## src/rtl/sa_aw_channel.sv

```systemverilog
// Slave-side AW arbiter: round-robin grant over dispatchers into a one-entry registered AW slot.
// Define SA_AW_FIXED_PRIORITY_EN to replace round-robin with lowest-index-wins priority.
module sa_aw_channel #(
    parameter int MST_AMT          = 3,
    parameter int OUTSTANDING_AMT  = 8,
    parameter int MST_ID_W         = $clog2(MST_AMT),
    parameter int TRANS_ID_W       = 5,
    parameter int ADDR_WIDTH       = 32,
    parameter int TRANS_DATA_LEN_W = 3
) (
    input  logic                                 ACLK_i,
    input  logic                                 ARESETn_i,
    input  logic [TRANS_ID_W*MST_AMT-1:0]        dsp_AWID_i,
    input  logic [ADDR_WIDTH*MST_AMT-1:0]        dsp_AWADDR_i,
    input  logic [TRANS_DATA_LEN_W*MST_AMT-1:0]  dsp_AWLEN_i,
    input  logic [MST_AMT-1:0]                   dsp_AWVALID_i,
    input  logic [MST_AMT-1:0]                   dsp_slv_sel_i,
    output logic [MST_AMT-1:0]                   dsp_AWREADY_o,
    output logic [MST_ID_W+TRANS_ID_W-1:0]       s_AWID_o,
    output logic [ADDR_WIDTH-1:0]                s_AWADDR_o,
    output logic [TRANS_DATA_LEN_W-1:0]          s_AWLEN_o,
    output logic                                 s_AWVALID_o,
    input  logic                                 s_AWREADY_i,
    input  logic                                 AW_stall_i,
    output logic [MST_ID_W-1:0]                  AW_mst_id_o,
    output logic [TRANS_DATA_LEN_W-1:0]          AW_AxLEN_o,
    output logic                                 AW_fifo_order_wr_en_o,
    input  logic                                 B_done_i
);

    localparam int OST_W = $clog2(OUTSTANDING_AMT + 1);

    logic [MST_AMT-1:0]          req;
    logic                        slot_free;
    logic                        ost_full;
    logic                        accept;
    logic [OST_W-1:0]            ost_cnt;
    logic [MST_ID_W-1:0]         grant;
    logic [MST_ID_W-1:0]         lo_g;
    logic [TRANS_ID_W-1:0]       sel_id;
    logic [ADDR_WIDTH-1:0]       sel_addr;
    logic [TRANS_DATA_LEN_W-1:0] sel_len;

    assign req       = dsp_AWVALID_i & dsp_slv_sel_i;
    assign slot_free = ~s_AWVALID_o | s_AWREADY_i;
    assign ost_full  = (ost_cnt == OST_W'(OUTSTANDING_AMT));
    assign accept    = (|req) & slot_free & ~AW_stall_i & ~ost_full;

`ifdef SA_AW_FIXED_PRIORITY_EN
    always_comb begin
        lo_g = '0;
        for (int i = MST_AMT - 1; i >= 0; i--) begin
            if (req[i]) lo_g = MST_ID_W'(i);
        end
    end

    assign grant = lo_g;
`else
    logic [MST_ID_W-1:0] rr_ptr;
    logic [MST_ID_W-1:0] hi_g;
    logic                hi_found;

    // Downward scan leaves the lowest requester overall (wrap-around case) and the
    // lowest requester at or above rr_ptr (preferred, no wrap).
    always_comb begin
        lo_g     = '0;
        hi_g     = '0;
        hi_found = 1'b0;
        for (int i = MST_AMT - 1; i >= 0; i--) begin
            if (req[i]) begin
                lo_g = MST_ID_W'(i);
                if (MST_ID_W'(i) >= rr_ptr) begin
                    hi_g     = MST_ID_W'(i);
                    hi_found = 1'b1;
                end
            end
        end
    end

    assign grant = hi_found ? hi_g : lo_g;

    always_ff @(posedge ACLK_i or negedge ARESETn_i) begin
        if (!ARESETn_i)
            rr_ptr <= '0;
        else if (accept)
            rr_ptr <= (grant == MST_ID_W'(MST_AMT - 1)) ? '0 : grant + 1'b1;
    end
`endif

    always_comb begin
        sel_id        = '0;
        sel_addr      = '0;
        sel_len       = '0;
        dsp_AWREADY_o = '0;
        for (int i = 0; i < MST_AMT; i++) begin
            if (MST_ID_W'(i) == grant) begin
                sel_id           = dsp_AWID_i[i*TRANS_ID_W +: TRANS_ID_W];
                sel_addr         = dsp_AWADDR_i[i*ADDR_WIDTH +: ADDR_WIDTH];
                sel_len          = dsp_AWLEN_i[i*TRANS_DATA_LEN_W +: TRANS_DATA_LEN_W];
                dsp_AWREADY_o[i] = accept;
            end
        end
    end

    assign AW_fifo_order_wr_en_o = accept;
    assign AW_mst_id_o           = grant;
    assign AW_AxLEN_o            = sel_len;

    // A stalled slot (valid, no ready) never satisfies slot_free, so fields stay put.
    always_ff @(posedge ACLK_i or negedge ARESETn_i) begin
        if (!ARESETn_i) begin
            s_AWVALID_o <= 1'b0;
            s_AWID_o    <= '0;
            s_AWADDR_o  <= '0;
            s_AWLEN_o   <= '0;
        end else if (accept) begin
            s_AWVALID_o <= 1'b1;
            s_AWID_o    <= {grant, sel_id};
            s_AWADDR_o  <= sel_addr;
            s_AWLEN_o   <= sel_len;
        end else if (s_AWVALID_o && s_AWREADY_i) begin
            s_AWVALID_o <= 1'b0;
        end
    end

    always_ff @(posedge ACLK_i or negedge ARESETn_i) begin
        if (!ARESETn_i)
            ost_cnt <= '0;
        else if (accept && !(B_done_i && ost_cnt != '0))
            ost_cnt <= ost_cnt + 1'b1;
        else if (!accept && B_done_i && ost_cnt != '0)
            ost_cnt <= ost_cnt - 1'b1;
    end

endmodule

```

## config.mk

```make
export PLATFORM = sky130hd
export DESIGN_NAME = sa_aw_channel
export DESIGN_NICKNAME = d
export VERILOG_FILES = /design/src/rtl/sa_aw_channel.sv
export SDC_FILE = /design/constraint.sdc
export NUM_CORES = 1
export LEC_CHECK = 0
export CORE_MARGIN = 8
export CORE_UTILIZATION = 40
export DETAILED_ROUTE_END_ITERATION = 12
export GPL_ROUTABILITY_DRIVEN = 1
export PLACE_DENSITY = 0.87
export REMOVE_ABC_BUFFERS = 1
export SYNTH_ARGS = -nofsm -noshare
export SYNTH_HDL_FRONTEND = slang
export SYNTH_SLANG_ARGS = --single-unit
```

## constraint.sdc

```tcl
create_clock -name ACLK_i -period 7.1 [get_ports ACLK_i]
set_clock_uncertainty 0.1 [all_clocks]
set_input_delay 1.42 -clock ACLK_i [delete_from_list [all_inputs] [get_ports ACLK_i]]
set_output_delay 1.42 -clock ACLK_i [all_outputs]
set_load 0.01 [all_outputs]
```

# After elaboration in Yosys (flattened, before gate mapping)
# Index checks and enable logic that the tools add are counted.
# Widths: inputs -> output; s select.
# op_classes
add_sub_neg	3
eq_ne	4
n_reduce_logical	12
n_lt_le_gt_ge	3
mux	33
n_bitwise	8
# ops
cell	count
$mux 32	3
$mux 2	11
$mux 5	3
$mux 1	11
$mux 3	3
$mux 4	2
$logic_and 1x1->1	5
$add 4x1->4 const B	1
$eq 4x4->1 const B	1
$ge 1x2->1 const A	2
$reduce_bool 2->1	2
$reduce_bool 4->1	1
$sub 4x1->4 const B	1
$and 1x1->1	3
$and 3x3->3	1
$not 1->1	3
$reduce_or 3->1	1
$add 2x1->2 const B	1
$eq 1x2->1 const A	1
$eq 2x2->1 const A	1
$eq 2x2->1 const B	1
$ge 2x2->1 const A	1
$logic_not 1->1	2
$logic_not 2->1	1
$or 1x1->1	1
# totals
in_bits	131
wordCells	69
regBits	49
out_inout_bits	52

# Logic depth before layout (Yosys ltp)
# depth
word_depth	12
ltp_mapped	11
mapped_depth_nobuf	10

# Worst setup path before layout
# No wires, ideal clock.
# synth_timing
path_type	input port to output port
start	input port dsp_AWVALID_i[0]
end	output port AW_AxLEN_o[1]
t_required_ns	5.580
path_slack_ns	3.059
arrival_time_ns	2.521
path_buffers	3
cell_stages	7
path_cell_list	and2_1 buf_2 and2_1 buf_6 o21a_1 buf_6 o221ai_2
# synth_via
elab_chain_len	7
elab_cells_between_ends	11
classes_between	eq/ne (2); mux (7); bitwise (1); reduce/logical (1)
# synth_lines
item	line_no	rtl
start: declaration	16	input logic [MST_AMT-1:0] dsp_AWVALID_i,
$and 3x3->3 (*)	44	assign req = dsp_AWVALID_i & dsp_slv_sel_i;
$mux 2 or $mux 1 (tied branches)	70	if (req[i]) begin
$mux 2 (*)	80	assign grant = hi_found ? hi_g : lo_g;
$logic_not 2->1	96	if (MST_ID_W'(i) == grant) begin
$mux 3 (2 in series)	96	
$mux 3 (*)	96	
end: declaration	26	output logic [TRANS_DATA_LEN_W-1:0] AW_AxLEN_o,
# Mark *: on every way between the ends. The rest lies on a longest branch, timed or not.

# Worst setup path in the final report
# layout_timing
start	input port dsp_AWVALID_i[0]
end	output port dsp_AWREADY_o[0]
# layout_via
elab_chain_len	6
elab_cells_between_ends	11
classes_between	mux (5); bitwise (4); reduce/logical (2)
# layout_lines
item	line_no	rtl
$and 3x3->3 (*)	44	
$reduce_or 3->1	47	assign accept = (|req) & slot_free & ~AW_stall_i & ~ost_full;
$and 1x1->1 (3 in series)	47	
$mux 1 (*)	96	
end: declaration	18	output logic [MST_AMT-1:0] dsp_AWREADY_o,
# Marked as above.

==> flow_metrics.tcl <==
set metrics [dict create \
    status "complete, no violations" \
    ios 183 \
    critPathMaxStageDelay_ns 0.66 \
    start_util_pct 41.7 \
    min_path_type "reg -> reg" \
    layout_common_cells "clkdlybuf4s50_1 (181), nand2_1 (50), dfrtp_1 (49), o22a_1 (37)" \
    clockBufferDepth 2 \
    path_class "in -> out" \
    arrival_ns 4.11 \
    final_common_cell "clkdlybuf4s50_1" \
    portBuffers 182 \
    start_kind "input port" \
    worst_slew_pin_slew_ns 1.08 \
    die_y_microns 100 \
    drive_gt1_share_pct 5.94 \
    drc 0 \
    ant_nets 0 \
    coreArea_sq_um 6830 \
    setup_tns_ns 0 \
    slew_violations 0 \
    powerDensity_nw_per_um2 284 \
    overflow 0 \
    cts_tree "yes" \
    final_area_sq_um 4760 \
    h-tree-depth 2 \
    drt-initial-drc-count 101 \
    required_ns 5.58 \
    synth_area_sq_um 2850 \
    routed_wl_microns 10200 \
    clkTransAtPathRegs_ns 0.09 \
    post-route-min-period_ns 5.63 \
    area_growth_pct 67.1 \
    cts_buffers 5 \
    fin_crit_sh_pct 79.3 \
    grt_pass1_wl_microns 16300 \
    setup_violations 0 \
    vias 3004 \
    relSlewSlack_pct 28.1 \
    grt_antenna_before_repair 0 \
    finalNetCount 604 \
    place_area_sq_um 4660 \
    cts_root_buf "clkbuf_8" \
    viasPerCell 5.30 \
    vdd_drop_max_mv 0.129 \
    slowest_stage "o21a_1" \
    fp.dieArea_sq_um 10100 \
    dieWidth_microns 100 \
    cts_setup_buffers 0 \
    firstDrtPassIters 4 \
    grt_pass1_vias 3186 \
    ys_seq_area_share_pct 43.1 \
    place.gp.congestion 1.03 \
    cap_violations 0 \
    async_flop_share_pct 100 \
    ctsResizeCount 0 \
    ys_warn_count 0 \
    ys_types 40 \
    num_antenna_cells 0 \
    leakage_nw 1.91 \
    synth-edff-count 0 \
    hold_violations 0 \
    crit_chain "clkdlybuf4s50_1 -> and2_1 -> and2_1 -> o21a_1 -> nor3b_2 -> clkdlybuf4s50_1" \
    cts_sinks 49 \
    rows 30 \
    place_hpwl_microns 8140 \
    grt.total_usage_pct 20.1 \
    ys.flop_type "dfrtp_1" \
    rsz0062_at_grt "false" \
    synth_cells 304 \
    max_freq_mhz 178 \
    postSynthAreaPerCell_sq_um 9.36 \
    wl_per_cell_microns 18.0 \
    path_max_fanout 18 \
    clk_latency_ns 0.29 \
    ys_seq_elements 49 \
    grt_max_degree 54 \
    end_kind "output pin" \
    cts-hold-fix-buffers 0 \
]
[power breakdown]
part           total (mW)  switching [mW]  internal, mW
Clock               0.176          0.0881        0.0882
Sequential          0.484          0.0816         0.403
Combinational       0.691           0.303         0.389
[logic make-up after synthesis]
| group | after synthesis | synth area share (%) |
|---|---|---|
| compound gates | 138 | 33.1 |
| simple gates | 75 | 12.3 |
| flops | 49 | 43.1 |
| buf+inv | 31 | 6.86 |
| xor+xnor | 4 | 1.49 |
| mux | 4 | 1.58 |
| fa+ha+maj | 3 | 1.58 |
[cell type report]
| cell class | count | area [sq um] |
|---|---|---|
| clock inverters | 1 | 5.00 |
| well taps | 96 | 120 |
| flip-flops and latches | 49 | 1230 |
| fillers | 573 | 2070 |
| inverters | 3 | 23.8 |
| multi-input cells | 224 | 1430 |
| clock buffers | 7 | 96.3 |
| repair buffers | 187 | 1850 |
[through the flow]
stage          cells  worst slack (ns)  hold WS, ns  util (%)  power [mW]
6_report         567              1.47        0.381      69.6        1.35
3_5_place_dp     559              1.52        0.365      68.2        1.18
3_3_place_gp     559              1.62        0.362      68.2        1.16
4_1_cts          567              1.52        0.386      69.6        1.37
2_1_floorplan    276              2.22        0.375         -       0.780
5_1_grt          567              1.31        0.404      69.6        1.45
[path summary, 6_finish.rpt]
path / startpoint / end / slack [ns] / cells after the start
setup reg to reg: ost_cnt[1] / ost_cnt[3] / 4.11 / 10
hold reg to reg: s_AWID_o[6] / s_AWID_o[6] / 0.38 / 1
hold / removal: s_AWID_o[6] / s_AWID_o[6] / 0.38 / 1
max in group asynchronous: ARESETn_i / s_AWLEN_o[0] / 5.02 / 1
min in group asynchronous: ARESETn_i / s_AWADDR_o[6] / 1.21 / 1
setup / recovery: dsp_AWVALID_i[0] / dsp_AWREADY_o[0] / 1.47 / 6
[worst max-delay path: cells and delay by family]
family / cells / cell delay [ns]
simple gates: 3 / 0.96
buf+inv: 2 / 1.06
compound gates: 1 / 0.66
[state kept, by name, summed over array words and instances (netlist names)]
signal and count:
rr_ptr 2, s_AWLEN_o 3, s_AWID_o 7, ost_cnt 4, s_AWVALID_o 1, s_AWADDR_o 32
[layer usage]
metal	GRT usage, %	vias up	share of wire [%]
met5	0	-	0
met2	36.1	130	50
met3	6.85	10	8.3
met1	22.7	1398	40
li1	-	1466	-
met4	3.26	0	1.1
[synth_stat cells (2+ instances only)]
cell type	count	area, sq um
nand2_1	50	188
dfrtp_1	49	1230
o22a_1	37	324
o21ai_1	33	165
o22ai_1	33	206
buf_2	11	55.1
a21oi_1	9	45.0
clkbuf_1	9	33.8
o21ai_0	9	45.0
buf_6	7	78.8
a21o_1	6	45.0
nor2_1	6	22.5
and2_1	4	25.0
nand3_1	4	20.0
o211ai_1	4	30.0
mux2_2	3	33.8
nand2b_1	3	18.8
ha_1	2	25.0
inv_1	2	7.51
nor3b_2	2	25.0
xnor2_1	2	17.5
Power figures use the tool's default switching activity.
